===== src/rtl/musa_pkg.sv =====
// Shared definitions for the EX/MEM pipeline slice: ALU flag codes,
// the branch-squash FSM encoding and the BRFL condition test.
package musa_pkg;

   localparam int FLAG_W       = 3;
   localparam int SQUASH_CNT_W = 3;

   // Flag codes produced by the ALU and tested by BRFL
   typedef enum logic [FLAG_W-1:0] {
      FLAG_NOT_ACTIVED = 3'b000,
      FLAG_EQUAL       = 3'b001,
      FLAG_EXCEPTION   = 3'b010,
      FLAG_OVERFLOW    = 3'b011,
      FLAG_UNDERFLOW   = 3'b100,
      FLAG_ABOVE       = 3'b101
   } flag_e;

   // Branch-squash controller states
   typedef enum logic {
      ST_IDLE   = 1'b0,
      ST_SQUASH = 1'b1
   } squash_state_e;

   // A BRFL is taken when its condition code matches the current flag register exactly
   function automatic logic brfl_hit(input logic [FLAG_W-1:0] cond,
                                     input logic [FLAG_W-1:0] flags);
      return (cond == flags);
   endfunction

endpackage


===== src/rtl/ex_mem_stage_if.sv =====
// EX->MEM boundary bundle. The master side (EX stage / environment) drives
// the instruction fields and pipeline controls; the slave side (the EX/MEM
// register) returns the registered MEM-stage view.
//
// Handshake: there is no ready. valid_in qualifies the EX fields on a rising
// edge; stall=1 freezes the stage (the instruction must be held stable by the
// producer), flush=1 kills the incoming instruction and overrides stall.
// valid_out qualifies the registered fields for exactly the cycles it is high.
interface ex_mem_stage_if #(
   parameter int DATA_W     = 32,
   parameter int REG_ADDR_W = 5
);
   import musa_pkg::*;

   // pipeline control
   logic                   stall;
   logic                   flush;
   // EX-stage instruction
   logic                   valid_in;
   logic [DATA_W-1:0]      alu_result;
   logic [FLAG_W-1:0]      alu_flag;
   logic [DATA_W-1:0]      write_data;
   logic [REG_ADDR_W-1:0]  rd_in;
   logic                   reg_write_in;
   logic                   mem_read_in;
   logic                   mem_write_in;
   logic                   flag_write_in;
   logic                   brfl_in;
   logic [FLAG_W-1:0]      brfl_cond;
   logic [DATA_W-1:0]      branch_target_in;
   // registered MEM-stage view
   logic                   valid_out;
   logic                   reg_write_out;
   logic                   mem_read_out;
   logic                   mem_write_out;
   logic [DATA_W-1:0]      alu_result_out;
   logic [DATA_W-1:0]      write_data_out;
   logic [DATA_W-1:0]      branch_target_out;
   logic [REG_ADDR_W-1:0]  rd_out;
   logic [FLAG_W-1:0]      flag_reg;
   logic                   branch_taken;
   logic                   squashing;

   modport master (
      output stall, flush, valid_in, alu_result, alu_flag, write_data, rd_in,
             reg_write_in, mem_read_in, mem_write_in, flag_write_in, brfl_in,
             brfl_cond, branch_target_in,
      input  valid_out, reg_write_out, mem_read_out, mem_write_out,
             alu_result_out, write_data_out, branch_target_out, rd_out,
             flag_reg, branch_taken, squashing
   );

   modport slave (
      input  stall, flush, valid_in, alu_result, alu_flag, write_data, rd_in,
             reg_write_in, mem_read_in, mem_write_in, flag_write_in, brfl_in,
             brfl_cond, branch_target_in,
      output valid_out, reg_write_out, mem_read_out, mem_write_out,
             alu_result_out, write_data_out, branch_target_out, rd_out,
             flag_reg, branch_taken, squashing
   );

endinterface


===== src/rtl/ex_mem_stage_branch_squash_ctrl.sv =====
// IDLE/SQUASH controller: after a taken BRFL, the next SQUASH_SLOTS valid
// instructions are on the wrong path and must be turned into bubbles.
// Invalid cycles during squash do not consume a slot.
module branch_squash_ctrl
   import musa_pkg::*;
#(
   parameter int SQUASH_SLOTS = 2   // legal range 1..7 (fits the 3-bit counter)
) (
   input  logic                    clock,
   input  logic                    reset,
   input  logic                    stall,
   input  logic                    flush,
   input  logic                    valid_in,
   input  logic                    take_branch,
   output squash_state_e           state,
   output logic                    squashing,
   output logic [SQUASH_CNT_W-1:0] count
);

   localparam logic [SQUASH_CNT_W-1:0] SLOTS = SQUASH_CNT_W'(SQUASH_SLOTS);

   // State, remaining-slot counter and registered squashing flag move together
   always_ff @(posedge clock) begin
      if (reset) begin
         state     <= ST_IDLE;
         count     <= '0;
         squashing <= 1'b0;
      end else if (flush) begin
         // flush aborts any squash in progress, even when stalled
         state     <= ST_IDLE;
         count     <= '0;
         squashing <= 1'b0;
      end else if (!stall) begin
         case (state)
            ST_IDLE: begin
               if (take_branch) begin
                  state     <= ST_SQUASH;
                  count     <= SLOTS;
                  squashing <= 1'b1;
               end
            end
            ST_SQUASH: begin
               if (valid_in) begin
                  count <= count - 1'b1;
                  if (count == SQUASH_CNT_W'(1)) begin
                     state     <= ST_IDLE;
                     squashing <= 1'b0;
                  end
               end
            end
            default: begin
               state     <= ST_IDLE;
               count     <= '0;
               squashing <= 1'b0;
            end
         endcase
      end
   end

endmodule


===== src/rtl/ex_mem_stage.sv =====
// EX/MEM pipeline register with the architectural flag register and BRFL
// resolution. Wrong-path suppression after a taken BRFL is delegated to
// branch_squash_ctrl; this module only accepts instructions while it is IDLE.
module ex_mem_stage
   import musa_pkg::*;
#(
   parameter int DATA_W       = 32,
   parameter int REG_ADDR_W   = 5,
   parameter int SQUASH_SLOTS = 2
) (
   input  logic                    clock,
   input  logic                    reset,
   ex_mem_stage_if.slave           bus,
   output squash_state_e           fsm_state,
   output logic [SQUASH_CNT_W-1:0] squash_count
);

   logic                  valid_r;
   logic                  reg_write_r;
   logic                  mem_read_r;
   logic                  mem_write_r;
   logic                  branch_taken_r;
   logic [DATA_W-1:0]     alu_result_r;
   logic [DATA_W-1:0]     write_data_r;
   logic [DATA_W-1:0]     branch_target_r;
   logic [REG_ADDR_W-1:0] rd_r;
   logic [FLAG_W-1:0]     flag_r;
   logic                  squashing;
   logic                  accept;
   logic                  take_branch;

   // An instruction is accepted only on a live, unstalled, unflushed IDLE edge
   assign accept      = bus.valid_in && !bus.stall && !bus.flush && (fsm_state == ST_IDLE);
   // Condition is tested against the flag value before this edge's update
   assign take_branch = accept && bus.brfl_in && brfl_hit(bus.brfl_cond, flag_r);

   branch_squash_ctrl #(
      .SQUASH_SLOTS (SQUASH_SLOTS)
   ) u_squash (
      .clock       (clock),
      .reset       (reset),
      .stall       (bus.stall),
      .flush       (bus.flush),
      .valid_in    (bus.valid_in),
      .take_branch (take_branch),
      .state       (fsm_state),
      .squashing   (squashing),
      .count       (squash_count)
   );

   // Pipeline register: load on accept, bubble otherwise, hold on stall, kill on flush
   always_ff @(posedge clock) begin
      if (reset) begin
         valid_r         <= 1'b0;
         reg_write_r     <= 1'b0;
         mem_read_r      <= 1'b0;
         mem_write_r     <= 1'b0;
         branch_taken_r  <= 1'b0;
         alu_result_r    <= '0;
         write_data_r    <= '0;
         branch_target_r <= '0;
         rd_r            <= '0;
      end else if (bus.flush) begin
         // data fields deliberately hold; only qualifiers drop
         valid_r        <= 1'b0;
         reg_write_r    <= 1'b0;
         mem_read_r     <= 1'b0;
         mem_write_r    <= 1'b0;
         branch_taken_r <= 1'b0;
      end else if (!bus.stall) begin
         if (accept) begin
            valid_r         <= 1'b1;
            // a BRFL never writes the register file or memory downstream
            reg_write_r     <= bus.reg_write_in && !bus.brfl_in;
            mem_read_r      <= bus.mem_read_in  && !bus.brfl_in;
            mem_write_r     <= bus.mem_write_in && !bus.brfl_in;
            branch_taken_r  <= take_branch;
            alu_result_r    <= bus.alu_result;
            write_data_r    <= bus.write_data;
            branch_target_r <= bus.branch_target_in;
            rd_r            <= bus.rd_in;
         end else begin
            // bubble: either no instruction or a squashed wrong-path one
            valid_r        <= 1'b0;
            reg_write_r    <= 1'b0;
            mem_read_r     <= 1'b0;
            mem_write_r    <= 1'b0;
            branch_taken_r <= 1'b0;
         end
      end
   end

   // Flag register: written only by an accepted non-BRFL flag-setting instruction
   always_ff @(posedge clock) begin
      if (reset) begin
         flag_r <= FLAG_NOT_ACTIVED;
      end else if (accept && bus.flag_write_in && !bus.brfl_in) begin
         flag_r <= bus.alu_flag;
      end
   end

   assign bus.valid_out         = valid_r;
   assign bus.reg_write_out     = reg_write_r;
   assign bus.mem_read_out      = mem_read_r;
   assign bus.mem_write_out     = mem_write_r;
   assign bus.alu_result_out    = alu_result_r;
   assign bus.write_data_out    = write_data_r;
   assign bus.branch_target_out = branch_target_r;
   assign bus.rd_out            = rd_r;
   assign bus.flag_reg          = flag_r;
   assign bus.branch_taken      = branch_taken_r;
   assign bus.squashing         = squashing;

endmodule

===== src/flat_wrapper.sv =====
// flat-port wrapper written by rule: the top's interface ports become plain ports
module ex_mem_stage_flat import musa_pkg::*;
#(
   parameter int DATA_W       = 32,
   parameter int REG_ADDR_W   = 5,
   parameter int SQUASH_SLOTS = 2
)
  (clock, reset, fsm_state, squash_count, bus_stall, bus_flush, bus_valid_in, bus_alu_result, bus_alu_flag, bus_write_data, bus_rd_in, bus_reg_write_in, bus_mem_read_in, bus_mem_write_in, bus_flag_write_in, bus_brfl_in, bus_brfl_cond, bus_branch_target_in, bus_valid_out, bus_reg_write_out, bus_mem_read_out, bus_mem_write_out, bus_alu_result_out, bus_write_data_out, bus_branch_target_out, bus_rd_out, bus_flag_reg, bus_branch_taken, bus_squashing);
  ex_mem_stage_if #(.DATA_W(DATA_W), .REG_ADDR_W(REG_ADDR_W)) bus_i ();
  input  logic clock;
  input  logic reset;
  output squash_state_e fsm_state;
  output logic [SQUASH_CNT_W-1:0] squash_count;
  input wire logic [$bits(bus_i.stall)-1:0] bus_stall;
  input wire logic [$bits(bus_i.flush)-1:0] bus_flush;
  input wire logic [$bits(bus_i.valid_in)-1:0] bus_valid_in;
  input wire logic [$bits(bus_i.alu_result)-1:0] bus_alu_result;
  input wire logic [$bits(bus_i.alu_flag)-1:0] bus_alu_flag;
  input wire logic [$bits(bus_i.write_data)-1:0] bus_write_data;
  input wire logic [$bits(bus_i.rd_in)-1:0] bus_rd_in;
  input wire logic [$bits(bus_i.reg_write_in)-1:0] bus_reg_write_in;
  input wire logic [$bits(bus_i.mem_read_in)-1:0] bus_mem_read_in;
  input wire logic [$bits(bus_i.mem_write_in)-1:0] bus_mem_write_in;
  input wire logic [$bits(bus_i.flag_write_in)-1:0] bus_flag_write_in;
  input wire logic [$bits(bus_i.brfl_in)-1:0] bus_brfl_in;
  input wire logic [$bits(bus_i.brfl_cond)-1:0] bus_brfl_cond;
  input wire logic [$bits(bus_i.branch_target_in)-1:0] bus_branch_target_in;
  output wire logic [$bits(bus_i.valid_out)-1:0] bus_valid_out;
  output wire logic [$bits(bus_i.reg_write_out)-1:0] bus_reg_write_out;
  output wire logic [$bits(bus_i.mem_read_out)-1:0] bus_mem_read_out;
  output wire logic [$bits(bus_i.mem_write_out)-1:0] bus_mem_write_out;
  output wire logic [$bits(bus_i.alu_result_out)-1:0] bus_alu_result_out;
  output wire logic [$bits(bus_i.write_data_out)-1:0] bus_write_data_out;
  output wire logic [$bits(bus_i.branch_target_out)-1:0] bus_branch_target_out;
  output wire logic [$bits(bus_i.rd_out)-1:0] bus_rd_out;
  output wire logic [$bits(bus_i.flag_reg)-1:0] bus_flag_reg;
  output wire logic [$bits(bus_i.branch_taken)-1:0] bus_branch_taken;
  output wire logic [$bits(bus_i.squashing)-1:0] bus_squashing;
  assign bus_i.stall = bus_stall;
  assign bus_i.flush = bus_flush;
  assign bus_i.valid_in = bus_valid_in;
  assign bus_i.alu_result = bus_alu_result;
  assign bus_i.alu_flag = bus_alu_flag;
  assign bus_i.write_data = bus_write_data;
  assign bus_i.rd_in = bus_rd_in;
  assign bus_i.reg_write_in = bus_reg_write_in;
  assign bus_i.mem_read_in = bus_mem_read_in;
  assign bus_i.mem_write_in = bus_mem_write_in;
  assign bus_i.flag_write_in = bus_flag_write_in;
  assign bus_i.brfl_in = bus_brfl_in;
  assign bus_i.brfl_cond = bus_brfl_cond;
  assign bus_i.branch_target_in = bus_branch_target_in;
  assign bus_valid_out = bus_i.valid_out;
  assign bus_reg_write_out = bus_i.reg_write_out;
  assign bus_mem_read_out = bus_i.mem_read_out;
  assign bus_mem_write_out = bus_i.mem_write_out;
  assign bus_alu_result_out = bus_i.alu_result_out;
  assign bus_write_data_out = bus_i.write_data_out;
  assign bus_branch_target_out = bus_i.branch_target_out;
  assign bus_rd_out = bus_i.rd_out;
  assign bus_flag_reg = bus_i.flag_reg;
  assign bus_branch_taken = bus_i.branch_taken;
  assign bus_squashing = bus_i.squashing;
  ex_mem_stage #(.DATA_W(DATA_W), .REG_ADDR_W(REG_ADDR_W), .SQUASH_SLOTS(SQUASH_SLOTS)) u_core (.clock(clock), .reset(reset), .bus(bus_i), .fsm_state(fsm_state), .squash_count(squash_count));
endmodule

===== config.mk =====
export PLATFORM = sky130hd
export DESIGN_NAME = ex_mem_stage_flat
export DESIGN_NICKNAME = d
export VERILOG_FILES = /design/src/rtl/musa_pkg.sv /design/src/rtl/ex_mem_stage_if.sv /design/src/rtl/ex_mem_stage_branch_squash_ctrl.sv /design/src/rtl/ex_mem_stage.sv /design/src/flat_wrapper.sv
export SDC_FILE = /design/constraint.sdc
export NUM_CORES = 1
export LEC_CHECK = 0
export CAP_MARGIN = 25
export CORE_ASPECT_RATIO = 0.6
export CORE_MARGIN = 2
export CORE_UTILIZATION = 38
export CTS_CLUSTER_SIZE = 12
export DETAILED_ROUTE_END_ITERATION = 10
export DONT_BUFFER_PORTS = 1
export MAX_ROUTING_LAYER = met4
export REMOVE_ABC_BUFFERS = 1
export SKIP_CTS_REPAIR_TIMING = 1
export SYNTH_ARGS = -nofsm -noshare
export SYNTH_HDL_FRONTEND = slang
export SYNTH_SLANG_ARGS = --single-unit

===== constraint.sdc =====
create_clock -name clock -period 1.7 [get_ports clock]
set_clock_uncertainty 0.05 [all_clocks]
set_input_delay 0.34 -clock clock [delete_from_list [all_inputs] [get_ports clock]]
set_output_delay 0.34 -clock clock [all_outputs]
set_load 0.1 [all_outputs]

==> results of run 1 <==
[final timing paths]
path	end	slack [ps]	depth (start not counted)
hold / removal	u_core.bus.write_data_out[5]$_SDFFE_PP0P_	-30	1
setup reg to reg	u_core.bus.rd_out[4]$_SDFFE_PP0P_	70	4
hold reg to reg	u_core.bus.branch_target_out[17]$_SDFFE_PP0P_	400	2
setup / recovery	u_core.bus.rd_out[4]$_SDFFE_PP0P_	70	4
[cells in the final DEF (no fill, tap or decap)]
cell type / Yosys / final
inv_1: 5 / 5
nand2_1: 210 / 210
a21oi_1: 107 / 107
xor2_1: 1 / 1
nor3_1: 2 / 2
o21a_1: 4 / 4
nand3_1: 7 / 7
nand2b_1: 2 / 2
buf_12: 0 / 3
o221a_2: 1 / 1
clkbuf_8: 0 / 2
dfxtp_1: 114 / 114
clkinv_4: 0 / 4
bufinv_16: 0 / 7
or4b_4: 0 / 1
o311a_1: 1 / 1
buf_4: 0 / 118
nor2_1: 4 / 4
clkinvlp_4: 0 / 1
or2_2: 2 / 2
clkbuf_16: 0 / 17
o22ai_1: 2 / 2
and2_1: 1 / 1
xnor2_1: 2 / 2
nor3_4: 0 / 1
ha_1: 2 / 2
clkbuf_1: 17 / 1
nor2_4: 1 / 1
a22oi_1: 3 / 3
nor4b_4: 0 / 1
[worst max-delay path, delay by kind of cell, from the launching register on]
family / cells / cell delay (ps)
AOI/OAI and AO/OA: 1 / 70
and+or+nand+nor: 2 / 750
buffers and inverters: 1 / 270
DFF: 1 / 370
[routing by layer]
layer / GRT usage / vias to the layer above / wire, µm
met3: 0.07587 / 5 / 1001
met4: 0.05937 / 0 / 57
li1: - / 1864 / -
met1: 0.2098 / 1695 / 4646
met2: 0.2984 / 148 / 4820
met5: - / - / 0
[cell type report]
type	count	area (µm²)	share of cell area
repair buffers	121	945.9	0.1646
well taps	139	173.9	0.03026
clock inverters	12	252.7	0.04397
multi-input cells	355	1618	0.2815
flip-flops and latches	114	2282	0.3970
inverters	5	18.77	0.003265
clock buffers	20	456.7	0.07945
[power by group]
group	internal [mW]	switching, mW	total, mW
clock network	2.99	1.22	4.21
registers	2.76	0.0269	2.78
logic	0.182	0.767	0.949
[through the flow]
| step | TNS (ps) | power [mW] | std cells | worst slack, ps | area (µm²) |
|---|---|---|---|---|---|
| floorplan | -413790 | 3.603 | 474 | -4327 | 3900 |
| global route | 0 | 8.172 | 766 | 3.337 | 5748 |
| CTS | 0 | 8.028 | 766 | 61.17 | 5742 |
| global placement | 0 | 3.779 | 734 | 121.2 | 5032 |
| finish | 0 | 7.938 | 766 | 69.86 | 5748 |
| detailed placement | 0 | 3.791 | 734 | 70.27 | 5032 |
[cell usage after synthesis]
cell type  number  share of area
a21oi_1       107           0.13
a22oi_1         3         0.0055
and2_1          1         0.0015
buf_2          10          0.012
buf_6           9          0.025
clkbuf_1       17          0.016
dfxtp_1       114           0.55
ha_1            2         0.0061
inv_1           5         0.0046
nand2_1       210           0.19
nand2b_1        2         0.0030
nand3_1         7         0.0085
nor2_1          4         0.0036
nor2_4          1         0.0027
nor3_1          2         0.0024
nor3_2          1         0.0024
nor4b_2         1         0.0036
o21a_1          4         0.0073
o221a_2         1         0.0027
o22ai_1         2         0.0030
o311a_1         1         0.0024
or2_2           2         0.0030
or4b_1          1         0.0024
xnor2_1         2         0.0043
xor2_1          1         0.0021
[kinds of logic (layout without fill, tap and decap cells)]
logic type / after synthesis / count (layout) / synth area share
buffers and inverters: 41 / 158 / 0.05686
DFF: 114 / 114 / 0.5546
AOI/OAI and AO/OA: 118 / 118 / 0.1511
adders and majority gates: 2 / 2 / 0.006080
and+or+nand+nor: 232 / 232 / 0.2250
xor gates and xnor gates: 3 / 3 / 0.006386
==> key figures, run 1 <==
Run status
  • Status: finished, violations left
  • Failing checks: hold timing

Drt
  • Detailed Route Iter0 Violations: 232
  • Drt wl/cell: 13.74 µm
  • DRC errors left: 0
  • Vias: 3712
  • ANT nets after route: 0
  • DRT Pass-1 Iters: 4
  • Vias/cell: 4.846
  • Drt total wl: 10530 µm

Worst setup path
  • Worst Setup SP: u_core.u_squash.state$_SDFFE_PP0N_
  • Worst Path Max Fanout: 32
  • WP data arrival: 1860 ps
  • WS Path Type: reg -> reg
  • Crit. End Element: register
  • Startpoint types: register
  • Crit path required time: around 1900 ps
  • Critical path, cell by cell: or4b_4, buf_4, nand2_1, a21oi_1
  • Worst path slowest cell: or4b_4
  • Largest stage delay on the critical path: between 600 and 700 ps
  • Worst r2r src: u_core.u_squash.state$_SDFFE_PP0N_

Finish
  • Nets: 733
  • Ant. Diodes: 0
  • Area growth, synth to finish: 39.68%
  • Layout Utilization: 0.5444
  • Layout cells sized above 1: 0.2536
  • # fillers: 974

Run
  • Max Cap Viol: 0

STA
  • Hold Fails Final Rpt: 34
  • RSZ-0062 raised after global routing: no
  • Max Transition Viols Final: 0
  • Slew margin rel.: 0.7189
  • Min Tclk post-route: 1630 ps
  • Final setup viols: 0
  • Fmax: 0.6134 GHz
  • Hold slack: -25.91 ps
  • Crit share post-route: 0.9589
  • Worst-Margin Slew: 420.1 ps

Synth
  • Yosys cell types: 25
  • Synth Register Bits: 114
  • Syn_area_per_cell: 8.069 µm²
  • Sequential area share after synthesis: 0.5546
  • Syn Inst Count: just over 500
  • Synthesis Warnings: 0
  • Synthesized area: 4115 µm²

Global routing
  • Global route total overflow: 0
  • Global-route wire length before repair: 17200 µm
  • Largest net degree at the start of global routing: 107
  • GRT Overall Usage: 0.1844
  • Number of global-route vias before repair: between 3000 and 4000
  • Initial antenna violation count: 0

Die
  • Core Box Area: 10560 µm²
  • Chip height: 84.61 µm
  • Number of top-level pins: 231
  • Width of the die: 138.3 µm
  • Initial Util: 0.3897
  • FP Rows: 29
  • DIE AREA: about 12000 µm²

Hold path
  • Hold WC Path Type: in -> reg
  • Worst Hold Launch: reset

Placement
  • Port buffer count: 0
  • Routability cong.: 0.7768
  • DP Wirelength: approximately 7400 µm

CTS
  • Clk buf depth: 2
  • CTS sink cnt: 114
  • H-tree depth: 4
  • Worst-path clk slew: ~50 ps
  • CTS tree: built
  • Worst skew pair latency: 390 ps
  • Root Buffer: clkbuf_16
  • Number of buffers created by CTS: 17

Pwr
  • Leakage Power: about 2.3 nW
  • Max VDD drop: 0.0007567 V
  • Cell Pwr Density: 1381 nW/µm²
Power figures use the tool's default switching activity.
==> run 2: changes to the inputs <==
CTS_BUF_LIST = sky130_fd_sc_hd__clkbuf_4 sky130_fd_sc_hd__clkbuf_8   (was not set)
==> run 2 against run 1 <==
  * The run still ends with hold timing left
  * Final cell count did not move
  * Sequential power is essentially flat
  * Clock power decreased by 23%
  * First-iteration DRC count decreased by 24%
  * Critical path depth unchanged
  * Die area stayed put
  * Largest cell class unchanged
==> key figures, run 2 (same netlist as run 1, synthesis figures left out) <==
Run status
  • Status: finished, violations left
  • Failing checks: hold timing

Pwr
  • Switch share: 0.2715
  • Leakage Power: 2.240 nW
  • Internal power: just over 5 mW
  • Sw power: 1.895 mW
  • Cell Pwr Density: 1255 nW/µm²
  • Combinational share of power: 0.136
  • Final Power: ~7 mW
  • Seq pwr share: 0.398
  • Max VDD drop: 0.0006545 V
  • Part of the power in the clock network: 0.466

CTS
  • CTS tree: built
  • Clk buf depth: 2
  • CTS sink cnt: 114
  • Worst skew pair latency: 410 ps
  • Number of buffers created by CTS: 17
  • Root Buffer: clkbuf_8
  • H-tree depth: 4
  • Worst-path clk slew: 70 ps

Global routing
  • Largest net degree at the start of global routing: 107
  • Global-route wire length before repair: 17240 µm
  • Number of global-route vias before repair: 3670
  • Initial antenna violation count: 0
  • Global route total overflow: 0
  • GRT Overall Usage: 0.1864

STA
  • Min Tclk post-route: 1627 ps
  • Fin Setup TNS: 0 ps
  • Crit share post-route: 0.9572
  • Hold Fails Final Rpt: 60
  • Hold slack: -44.96 ps
  • Final setup viols: 0
  • Fmax: ~0.61 GHz
  • Worst-Margin Slew: about 420 ps
  • Max Transition Viols Final: 0
  • RSZ-0062 raised after global routing: no
  • Slew margin rel.: 0.7197

Drt
  • DRT Pass-1 Iters: 4
  • Drt total wl: 10510 µm
  • Vias/cell: just under 5
  • DRC errors left: 0
  • Detailed Route Iter0 Violations: 177
  • Drt wl/cell: 13.72 µm
  • ANT nets after route: 0
  • Vias: 3681

Die
  • Chip height: 84.61 µm
  • Width of the die: 138.3 µm
  • Number of top-level pins: 231
  • FP Rows: 29
  • Initial Util: 0.3897
  • DIE AREA: 11710 µm²
  • Core Box Area: 10560 µm²

Hold path
  • Min-Delay Path Depth: 1
  • Worst Hold Launch: reset
  • Hold WC Path Type: in -> reg
  • WHS Endpoint: u_core.bus.branch_target_out[20]$_SDFFE_PP0P_

Placement
  • DP Wirelength: around 7400 µm
  • Placed Cells: 734
  • Routability cong.: between 0.7 and 0.8
  • Port buffer count: 0

Finish
  • Most frequent cells in the layout: 210 x nand2_1, 118 x buf_4, 114 x dfxtp_1
  • Nets: 733
  • Finished Layout Cells: 766
  • Ant. Diodes: 0
  • Area growth, synth to finish: 35.12%
  • Layout cells sized above 1: 0.2552
  • Commonest non-fill, non-tap cell in the layout: nand2_1

Worst setup path
  • Critical path, cell by cell: or4b_4, buf_4, nand2_1, a21oi_1
  • WS Path Type: reg -> reg
  • WP data arrival: 1870 ps
  • Worst r2r path cells: 4
  • Reg-to-reg endpoint: u_core.bus.alu_result_out[12]$_SDFFE_PP0P_
  • Largest stage delay on the critical path: 630 ps
  • Crit path required time: slightly below 2000 ps
  • R2r setup slk: 70 ps
  • Worst r2r src: u_core.u_squash.state$_SDFFE_PP0N_
  • Worst path slowest cell: or4b_4
  • Startpoint types: register
  • Worst Path Max Fanout: 32
  • Crit. End Element: register

Run
  • Max Cap Viol: 0
[run 2: cell count changes in the layout (fill, tap and decap cells not counted)]
cell / before / now
clkbuf_8: 2 / 19
clkbuf_4: 0 / 1
clkbuf_1: 1 / 0
clkbuf_16: 17 / 0
[run 2: area by class of cell]
| cell class | instances | area [µm²] |
|---|---|---|
| Fill cell | 995 | 4999 |
| Sequential cell | 114 | 2282 |
| Multi-Input combinational cell | 355 | 1618 |
| Timing Repair Buffer | 121 | 945.9 |
| Clock buffer | 20 | 269.0 |
| Clock inverter | 12 | 252.7 |
| Tap cell | 139 | 173.9 |
| Inverter | 5 | 18.77 |
[run 2: per-layer routing]
metal / GRT usage / part of all wire / vias to the layer above
met4: 0.06586 / 0.0063 / 0
li1: - / - / 1857
met1: 0.2103 / 0.44 / 1669
met2: 0.2988 / 0.46 / 150
met5: - / 0 / -
met3: 0.07929 / 0.10 / 5
[run 2: worst max-delay path: cells and delay by family, from the launching register on]
family | cells | cell delay [ps]
buf+inv | 1 | 270
flops | 1 | 380
simple gates | 2 | 750
compound gates | 1 | 70
[run 2: stage by stage]
step	setup slack (ps)	area (µm²)	util
after floorplan	-4327	3900	-
after global placement	121.2	5032	0.4766
after CTS	60.90	5554	0.5260
final	72.69	5560	0.5266
after detailed placement	70.27	5032	0.4766
after global routing	6.694	5560	0.5266
[run 2: worst max path at each step]
stage                                            start                                         end  slack, ps  cells past startpoint
floorplan           u_core.u_squash.state$_SDFFE_PP0N_       u_core.u_squash.count[1]$_SDFFE_PP0P_      -4330                      4
global placement    u_core.u_squash.state$_SDFFE_PP0N_       u_core.u_squash.count[1]$_SDFFE_PP0P_        120                      4
detailed placement  u_core.u_squash.state$_SDFFE_PP0N_   u_core.bus.alu_result_out[0]$_SDFFE_PP0P_         70                      4
CTS                 u_core.u_squash.state$_SDFFE_PP0N_   u_core.bus.alu_result_out[0]$_SDFFE_PP0P_         60                      4
global route        u_core.u_squash.state$_SDFFE_PP0N_         u_core.bus.flag_reg[2]$_SDFFE_PP0P_          7                      6
finish              u_core.u_squash.state$_SDFFE_PP0N_  u_core.bus.alu_result_out[12]$_SDFFE_PP0P_         70                      4
[run 2: power by group through the flow]
stage	clock network, mW	registers, mW	logic, mW
2_1_floorplan	0	3.44	0.161
3_3_place_gp	0	2.84	0.942
3_5_place_dp	0	2.84	0.952
4_1_cts	3.33	2.78	0.953
5_1_grt	3.43	2.78	0.991
6_report	3.25	2.78	0.949
==> run 3: changes to the inputs <==
CORE_UTILIZATION = 46   (was 38)
==> run 3 against run 2 <==
  * The run still ends with hold timing left
  * Global-route usage is 3.7 points higher
  * Power is 9.1% lower
  * Routed wire length is 3.4% higher
  * Register-to-register slack hardly changed
  * Critical path depth stayed put
  * Die area is 17% lower
==> key figures, run 3 (same netlist as run 1, synthesis figures left out) <==
Pwr
  • Cell Pwr Density: approximately 1200 nW/µm²
  • Switch share: 0.2930
  • Part of the power in the clock network: 0.411
  • Sw power: 1.859 mW
  • Internal power: 4.485 mW
  • Seq pwr share: 0.439
  • Final Power: 6.343 mW
  • Combinational share of power: 0.150
  • Max VDD drop: 0.0007436 V
  • Leakage Power: about 2.2 nW

CTS
  • Worst skew pair latency: 420 ps
  • H-tree depth: 4
  • Root Buffer: clkbuf_8
  • CTS sink cnt: 114
  • CTS tree: built
  • Worst-path clk slew: approximately 70 ps
  • Clk buf depth: 2
  • Number of buffers created by CTS: 17

Die
  • Width of the die: between 100 and 150 µm
  • Number of top-level pins: around 230
  • Core Box Area: 8588 µm²
  • Chip height: slightly below 80 µm
  • Initial Util: 0.4792
  • FP Rows: 26
  • DIE AREA: 9744 µm²

STA
  • Max Transition Viols Final: 0
  • Hold slack: -67.70 ps
  • Worst-Margin Slew: 533.1 ps
  • Fin Setup TNS: 0 ps
  • RSZ-0062 raised after global routing: no
  • Min Tclk post-route: 1615 ps
  • Slew margin rel.: 0.6446
  • Crit share post-route: 0.9500
  • Final setup viols: 0
  • Fmax: 0.6192 GHz
  • Hold Fails Final Rpt: 31

Worst setup path
  • WP data arrival: 1860 ps
  • Worst path slowest cell: or4b_4
  • Worst Path Max Fanout: between 50 and 60
  • Critical path buffers and inverters: 1
  • Startpoint types: register
  • Worst r2r path cells: 4
  • Critical path, cell by cell: or4b_4, buf_12, nand2_1, a21oi_1
  • CP delay by family, top: simple AND/OR/NAND/NOR gates
  • Critical Path Stages: 4
  • WS Path Type: reg -> reg
  • Largest stage delay on the critical path: 600 ps
  • Crit path required time: 1940 ps
  • Crit. End Element: register

Drt
  • Drt wl/cell: between 10 and 15 µm
  • Vias/cell: roughly 5
  • DRT Pass-1 Iters: 7
  • ANT nets after route: 0
  • Detailed Route Iter0 Violations: 194
  • DRC errors left: 0
  • Drt total wl: approximately 11000 µm
  • Vias: 3713

Placement
  • Port buffer count: 0
  • Routability cong.: about 0.85
  • Placed inst area: approximately 5000 µm²
  • DP Wirelength: 7467 µm

Run status
  • Failing checks: hold timing
  • Status: finished, violations left

Global routing
  • Largest net degree at the start of global routing: about 110
  • Global-route wire length before repair: 16680 µm
  • Number of global-route vias before repair: 3451
  • Global route total overflow: 0
  • GRT Overall Usage: 0.2230
  • Initial antenna violation count: 0

Finish
  • # fillers: 726
  • Nets: 733
  • Commonest non-fill, non-tap cell in the layout: nand2_1
  • Area growth, synth to finish: 32.44%
  • Most frequent cells in the layout: 210 x nand2_1, 113 x buf_4, 113 x dfxtp_1
  • Design area: 5450 µm²
  • Ant. Diodes: 0
  • Layout cells sized above 1: 0.2536

Run
  • Max Cap Viol: 0

Hold path
  • Min-Delay Path Depth: 1
  • Hold WC Path Type: in -> reg
run 3: worst paths after layout:
kind | from | end | slack (ps)
min | reset | u_core.bus.flag_reg[0]$_SDFFE_PP0P_ | -70
min reg2reg | u_core.bus.alu_result_out[24]$_SDFFE_PP0P_ | u_core.bus.alu_result_out[24]$_SDFFE_PP0P_ | 400
max | u_core.u_squash.state$_SDFFE_PP0N_ | u_core.bus.write_data_out[22]$_SDFFE_PP0P_ | 80
max reg2reg | u_core.u_squash.state$_SDFFE_PP0N_ | u_core.bus.write_data_out[22]$_SDFFE_PP0P_ | 80
run 3: metrics by stage:
stage                     instances  setup slack, ps    util
after floorplan                 474            -4327       -
after global placement          705            124.1  0.5817
after detailed placement        705            68.45  0.5817
after CTS                       737           -115.8  0.6297
after global routing            739            31.11  0.6346
final                           739            84.94  0.6346
run 3: power by group through the flow:
stage	clock (mW)	combinational [mW]	sequential (mW)
CTS	2.66	0.947	2.79
finish	2.61	0.952	2.79
detailed placement	0	0.946	2.85
global route	2.79	0.991	2.79
floorplan	0	0.161	3.44
global placement	0	0.937	2.84
run 3: final cells by class:
type | count | area [µm²] | area share
Tap cell | 112 | 140.1 | 0.02571
Inverter | 5 | 18.77 | 0.003444
Multi-Input combinational cell | 355 | 1618 | 0.2968
Timing Repair Buffer | 121 | 978.4 | 0.1795
Sequential cell | 114 | 2283 | 0.4190
Clock buffer | 21 | 276.5 | 0.05073
Clock inverter | 11 | 135.1 | 0.02479
run 3: layer usage:
| layer | wire length (µm) | track usage | share of wire |
|---|---|---|---|
| met5 | 0 | - | 0 |
| met1 | 4724 | 0.2660 | 0.43 |
| met3 | 961 | 0.08374 | 0.088 |
| met2 | 5006 | 0.3398 | 0.46 |
| met4 | 174 | 0.09560 | 0.016 |
==> RTL edit 1, RTL diff (config.mk and constraints of run 3) <==
`REG_ADDR_W` is set to 5 in 3 places; all go to 7.
--- a/src/rtl/ex_mem_stage_if.sv
+++ b/src/rtl/ex_mem_stage_if.sv
@@ -8,7 +8,7 @@
 // valid_out qualifies the registered fields for exactly the cycles it is high.
 interface ex_mem_stage_if #(
    parameter int DATA_W     = 32,
-   parameter int REG_ADDR_W = 5
+   parameter int REG_ADDR_W = 7
 );
    import musa_pkg::*;
 
--- a/src/rtl/ex_mem_stage.sv
+++ b/src/rtl/ex_mem_stage.sv
@@ -5,7 +5,7 @@
    import musa_pkg::*;
 #(
    parameter int DATA_W       = 32,
-   parameter int REG_ADDR_W   = 5,
+   parameter int REG_ADDR_W   = 7,
    parameter int SQUASH_SLOTS = 2
 ) (
    input  logic                    clock,
--- a/src/flat_wrapper.sv
+++ b/src/flat_wrapper.sv
@@ -2,7 +2,7 @@
 module ex_mem_stage_flat import musa_pkg::*;
 #(
    parameter int DATA_W       = 32,
-   parameter int REG_ADDR_W   = 5,
+   parameter int REG_ADDR_W   = 7,
    parameter int SQUASH_SLOTS = 2
 )
   (clock, reset, fsm_state, squash_count, bus_stall, bus_flush, bus_valid_in, bus_alu_result, bus_alu_flag, bus_write_data, bus_rd_in, bus_reg_write_in, bus_mem_read_in, bus_mem_write_in, bus_flag_write_in, bus_brfl_in, bus_brfl_cond, bus_branch_target_in, bus_valid_out, bus_reg_write_out, bus_mem_read_out, bus_mem_write_out, bus_alu_result_out, bus_write_data_out, bus_branch_target_out, bus_rd_out, bus_flag_reg, bus_branch_taken, bus_squashing);
Interface: changed (resized bus_rd_in and bus_rd_out); port bits go from 231 to 235. No check against the original RTL was run, so the function may have changed too.
==> RTL edit 1 against run 3 <==
The flow finishes with violations (negative hold slack, negative setup slack); wire length increased by 6.3%; worst hold slack worse by 0.0032 ns; critical path depth unchanged; setup slack worse by 0.10 ns; power fell by 0.27%; final area grew 2.4%; first-iteration DRC count is 10% higher; area after synthesis is 0.12% higher; sequential cell count increased by 2; sequential power is 1% higher; largest power group unchanged.
==> RTL edit 1: results (changes against run 3) <==
| Metric | Value |
|---|---|
| Post-DR vias/cell | 5.05 (+0.54%) |
| Final Hold Viols | 21 (-32%) |
| Yosys warnings | 0 (unchanged) |
| Top cells by instance count after synthesis | sky130_fd_sc_hd__nand2_1, sky130_fd_sc_hd__dfxtp_1, sky130_fd_sc_hd__a21oi_1 |
| Placed wire-length estimate after detailed placement | 7.95 mm (+6.5%) |
| Number of global-route vias before repair | 3605 (+4.5%) |
| Largest net degree at the start of global routing | 109 (+1.9%) |
| Setup slack of the critical path after layout | -0.0196 ns (-0.105 ns) |
| Violations in the final reports | negative hold slack, negative setup slack |
| VDD IR max | 0.000906 V (+22%) |
| Biggest fanout along the worst timing path | 4 (-93%) |
| Number of antenna cells inserted | 0 (unchanged) |
| Depth of the most critical reg-to-reg path | 4 (unchanged) |
| Global-route wire length before repair | 17.7 mm (+6.4%) |
| Worst min-delay path class | in2reg |
| R2R Path Start | u_core.bus.flag_reg[1] |
| CTS HTree Levels | 4 (unchanged) |
| Result of the run | complete, but fails checks |
| Total of max-cap violations | 0 (unchanged) |
| Clock-pin slew on the worst setup and hold paths | 0.07 ns (about the same) |
| Unique masters post-synth | 27 (+8.0%) |
| Share of layout cells above drive strength 1 | 0.261 (+0.00728) |
| Cell at the root of the clock tree | sky130_fd_sc_hd__clkbuf_8 |
| Lkg Pwr | 2.25 nW (+1.8%) |
| Number of setup violations in the final report | 1 (+1) |
| Antenna violations before repair | 0 (unchanged) |
| Count of input and output buffers | 0 (unchanged) |
| Longest Clk Path Bufs | 2 (unchanged) |
| Cell types occupying the most area after synthesis | sky130_fd_sc_hd__dfxtp_1, sky130_fd_sc_hd__nand2_1, sky130_fd_sc_hd__a21oi_1 |
| WHS Path Cells | 1 (unchanged) |
| Total Nets Final | 752 (+2.6%) |
| Share of flip-flops with an asynchronous set or reset after synthesis | 0 (unchanged) |
| Switching power of the nets | 1.88 mW (+1.1%) |
| Placed cell areas | 5090 um2 (+2.0%) |
| Summed negative setup slack over all endpoints | -0.0196 ns (-0.0196 ns) |
| Arrival time of the worst setup path | 1.97 ns (+0.11 ns) |
| Worst Path Class, Setup | reg2reg |
| Total routing usage reported by global routing | 0.238 (+0.0151) |
| Cts bufs inserted | 17 (unchanged) |
| Last weighted congestion value of the routability-driven placer | 0.873 (+3.1%) |
| DRT Wirelength | 11.6 mm (+6.3%) |
| Hold_ws | -0.0709 ns (-0.00324 ns) |
| Pre-antenna DRT Iters | 4 (-3) |
| Slew of the pin with the lowest slew margin | 0.607 ns (+0.0743 ns) |
| Reg-to-Reg End | u_core.u_squash.count[1] |
| Count of routing violations after the opening detailed-route iteration | 214 (+10%) |
| Sequential-to-total area share from yosys stat | 0.564 (+0.00904) |
| Latest clock arrival within the worst-skew pair | 0.42 ns (about the same) |
| Layout fillers | 760 (+4.7%) |
==> RTL edit 1: worst min path at each step <==
stage / start / end / slack, ns
finish: reset / u_core.bus.write_data_out[8] / -0.07
global route: reset / u_core.bus.alu_result_out[21] / -0.11
CTS: reset / u_core.bus.write_data_out[8] / -0.1
detailed placement: reset / u_core.bus.write_data_out[8] / 0.37
global placement: reset / u_core.bus.write_data_out[8] / 0.36
floorplan: reset / u_core.bus.alu_result_out[0] / 0.36
==> RTL edit 1: final cells by class <==
cell class	count	area [um2]	share of cell area
sequential	116	2330	0.417
clock buffer	23	298	0.0534
timing repair buffer	128	1030	0.185
clock inverter	9	103	0.0184
inverter	5	18.8	0.00336
multi-input combinational	363	1660	0.298
tap	112	140	0.0251
==> RTL edit 1: kinds of logic after synthesis <==
kind of cell,after synthesis,share of synthesized area
xor gates and xnor gates,3,0.00638
DFF,116,0.564
muxes,1,0.00243
buffers and inverters,43,0.0416
and+or+nand+nor,232,0.219
adders and majority gates,2,0.00607
AOI/OAI and AO/OA,125,0.161
==> RTL edit 1: routing by layer <==
layer,vias to the layer above,part of all wire,global-route usage
met5,-,0,-
met4,0,0.0097,0.0846
met3,9,0.074,0.0851
met2,151,0.48,0.377
met1,1746,0.43,0.282
li1,1913,-,-
==> RTL edit 1: power by group through the flow <==
stage                     combinational, mW  sequential (mW)  clock [mW]
after floorplan                       0.171             3.49           0
after global placement                0.938             2.89           0
after detailed placement              0.947             2.89           0
after CTS                             0.947             2.83        2.58
after global routing                  0.996             2.84        2.73
final                                 0.957             2.83        2.54
==> RTL edit 1: stage by stage <==
stage | worst slack (ns) | std cells
2_1_floorplan | -8.05 | 484
3_3_place_gp | -0.102 | 721
3_5_place_dp | -0.124 | 721
4_1_cts | -0.134 | 753
5_1_grt | -0.0358 | 756
6_report | -0.0196 | 756
==> RTL edit 1: critical path, cell delays in order (launching register included) <==
cell and delay, ns:
sky130_fd_sc_hd__dfxtp_2 0.33, sky130_fd_sc_hd__xor2_1 0.14, sky130_fd_sc_hd__or3_4 0.38, sky130_fd_sc_hd__or3_4 0.42
sky130_fd_sc_hd__o311a_1 0.29
==> RTL edit 2, RTL diff (settings of run 3) <==
Without the edit above. Make the reset (`reset`) asynchronous in 3 clocked blocks.
--- a/src/rtl/ex_mem_stage_branch_squash_ctrl.sv
+++ b/src/rtl/ex_mem_stage_branch_squash_ctrl.sv
@@ -20,7 +20,7 @@
    localparam logic [SQUASH_CNT_W-1:0] SLOTS = SQUASH_CNT_W'(SQUASH_SLOTS);
 
    // State, remaining-slot counter and registered squashing flag move together
-   always_ff @(posedge clock) begin
+   always_ff @(posedge clock or posedge reset) begin
       if (reset) begin
          state     <= ST_IDLE;
          count     <= '0;
--- a/src/rtl/ex_mem_stage.sv
+++ b/src/rtl/ex_mem_stage.sv
@@ -49,7 +49,7 @@
    );
 
    // Pipeline register: load on accept, bubble otherwise, hold on stall, kill on flush
-   always_ff @(posedge clock) begin
+   always_ff @(posedge clock or posedge reset) begin
       if (reset) begin
          valid_r         <= 1'b0;
          reg_write_r     <= 1'b0;
@@ -91,7 +91,7 @@
    end
 
    // Flag register: written only by an accepted non-BRFL flag-setting instruction
-   always_ff @(posedge clock) begin
+   always_ff @(posedge clock or posedge reset) begin
       if (reset) begin
          flag_r <= FLAG_NOT_ACTIVED;
       end else if (accept && bus.flag_write_in && !bus.brfl_in) begin
Behaviour: differs if reset is asserted again (counterexample within 4 cycles, from zero or initial values and one cycle with reset high); with reset held inactive, the same outputs for 4 cycles.
==> RTL edit 2 against run 3 <==
Final area is 27% higher; critical path type unchanged; sequential cell count stayed put; maximum frequency is 0.85% lower; wire length is 27% higher; count of clock-buffer cells in the layout is 3 higher; die area is 7.4% higher; worst hold slack better by 0.073 ns; setup slack worse by 0.014 ns; synthesized cell count is 4.7% lower; area after synthesis is 7.7% higher.
Power is not compared: it rests on default switching activity, and its combinational part moved more than twofold at a synthesized area within 25%.
==> RTL edit 2: results (changes against run 3) <==
| Metric | Value |
|---|---|
| Result of the run | completed |
| Antenna violations before repair | 0 (unchanged) |
| Latest clock arrival within the worst-skew pair | 0.42 ns (about the same) |
| Cell types occupying the most area after synthesis | sky130_fd_sc_hd__dfrtp_1, sky130_fd_sc_hd__nand2_1, sky130_fd_sc_hd__buf_2 |
| Met2 WL | 6.95 mm (+39%) |
| Largest net degree at the start of global routing | 115 (+7.5%) |
| Top cells by instance count after synthesis | sky130_fd_sc_hd__nand2_1, sky130_fd_sc_hd__dfrtp_1, sky130_fd_sc_hd__buf_2 |
| Post-DR vias/cell | 4.85 (-3.6%) |
| Met1 WL | 5.45 mm (+15%) |
| Arrival time of the worst setup path | 1.87 ns |
| Share of flip-flops with an asynchronous set or reset after synthesis | 1.00 (+1.00) |
| Lkg Pwr | 3.72 nW |
| Placed wire-length estimate after detailed placement | 7.95 mm (+6.5%) |
| Global-route wire length before repair | 17.0 mm (+2.1%) |
| Biggest fanout along the worst timing path | 38 (-36%) |
| Unique masters post-synth | 28 (+12%) |
| DRT Wirelength | 13.8 mm (+27%) |
| Share of layout cells above drive strength 1 | 0.226 (-0.0280) |
| Total routing usage reported by global routing | 0.225 (+0.00218) |
| VDD IR max | 0.00105 V |
| Number of global-route vias before repair | 3512 (+1.8%) |
| Cts bufs inserted | 17 (unchanged) |
| Count of routing violations after the opening detailed-route iteration | 234 (+21%) |
| Total Nets Final | 827 (+13%) |
| Pre-antenna DRT Iters | 5 (-2) |
| Top-count cell post-synth | sky130_fd_sc_hd__nand2_1 |
| Cell at the root of the clock tree | sky130_fd_sc_hd__clkbuf_8 |
| Total met3 wirelength after detailed routing | 1.15 mm (+19%) |
| Last weighted congestion value of the routability-driven placer | 0.825 (-2.6%) |
| Layout fillers | 607 (-16%) |
| Worst min-delay path class | in2reg |
| Sequential-to-total area share from yosys stat | 0.644 (+0.0889) |
| Most common flop cell mapped by yosys | sky130_fd_sc_hd__dfrtp_1 |
| Top routing layer in use | met4 |
| Slew of the pin with the lowest slew margin | 0.591 ns (+0.0583 ns) |
[RTL edit 2: critical path, cell delays in order (launching register included)]
cell                      delay, ns
sky130_fd_sc_hd__dfrtp_1       0.40
sky130_fd_sc_hd__or4b_4        0.56
sky130_fd_sc_hd__buf_4         0.29
sky130_fd_sc_hd__nand2_1       0.12
sky130_fd_sc_hd__nand2_1       0.08
[RTL edit 2: final timing paths]
check	start	end	slack, ns	depth (start not counted)
setup reg to reg	u_core.u_squash.state	u_core.bus.alu_result_out[13]	0.07	4
setup / recovery	u_core.u_squash.state	u_core.bus.alu_result_out[13]	0.07	4
min in group asynchronous	reset	u_core.bus.write_data_out[7]	0.52	3
hold reg to reg	u_core.bus.alu_result_out[14]	u_core.bus.alu_result_out[14]	0.43	2
max in group asynchronous	reset	u_core.bus.write_data_out[4]	0.66	3
hold / removal	bus_alu_result[20]	u_core.bus.alu_result_out[20]	0.006	2
[RTL edit 2: logic make-up after synthesis]
| family | Yosys count | synth area share |
|---|---|---|
| fa+ha+maj | 2 | 0.00564 |
| mux | 3 | 0.0102 |
| xor+xnor | 3 | 0.00593 |
| simple gates | 323 | 0.285 |
| buf+inv | 29 | 0.0308 |
| flops | 114 | 0.644 |
| compound gates | 12 | 0.0195 |
[RTL edit 2: area by class of cell]
cell class / count / area [um2] / area share
Sequential cell: 114 / 2850 / 0.413
Timing Repair Buffer: 227 / 2000 / 0.290
Multi-Input combinational cell: 343 / 1450 / 0.210
Clock buffer: 24 / 318 / 0.0460
Tap cell: 130 / 163 / 0.0235
Clock inverter: 5 / 100 / 0.0145
Inverter: 5 / 21.3 / 0.00308
[RTL edit 2: per-layer routing]
metal	global-route usage	vias up
met5	-	-
met4	0.100	0
met3	0.0804	27
met2	0.342	196
met1	0.273	1957
li1	-	1929
[RTL edit 2: through the flow]
stage          power, mW  area (um2)  setup WS (ns)  std cells
2_1_floorplan       7.24        4320          -4.59        462
3_3_place_gp        8.16        5460         0.0934        716
3_5_place_dp        8.22        5460         0.0789        716
4_1_cts             10.9        5880         0.0662        745
5_1_grt             11.5        6910         0.0285        848
6_report            11.1        6910         0.0712        848
[RTL edit 2: where the power goes]
part | total (mW) | internal [mW] | switching [mW]
registers | 3.32 | 3.16 | 0.165
clock network | 2.69 | 1.65 | 1.04
logic | 5.11 | 0.961 | 4.15
total | 11.1 | 5.77 | 5.35
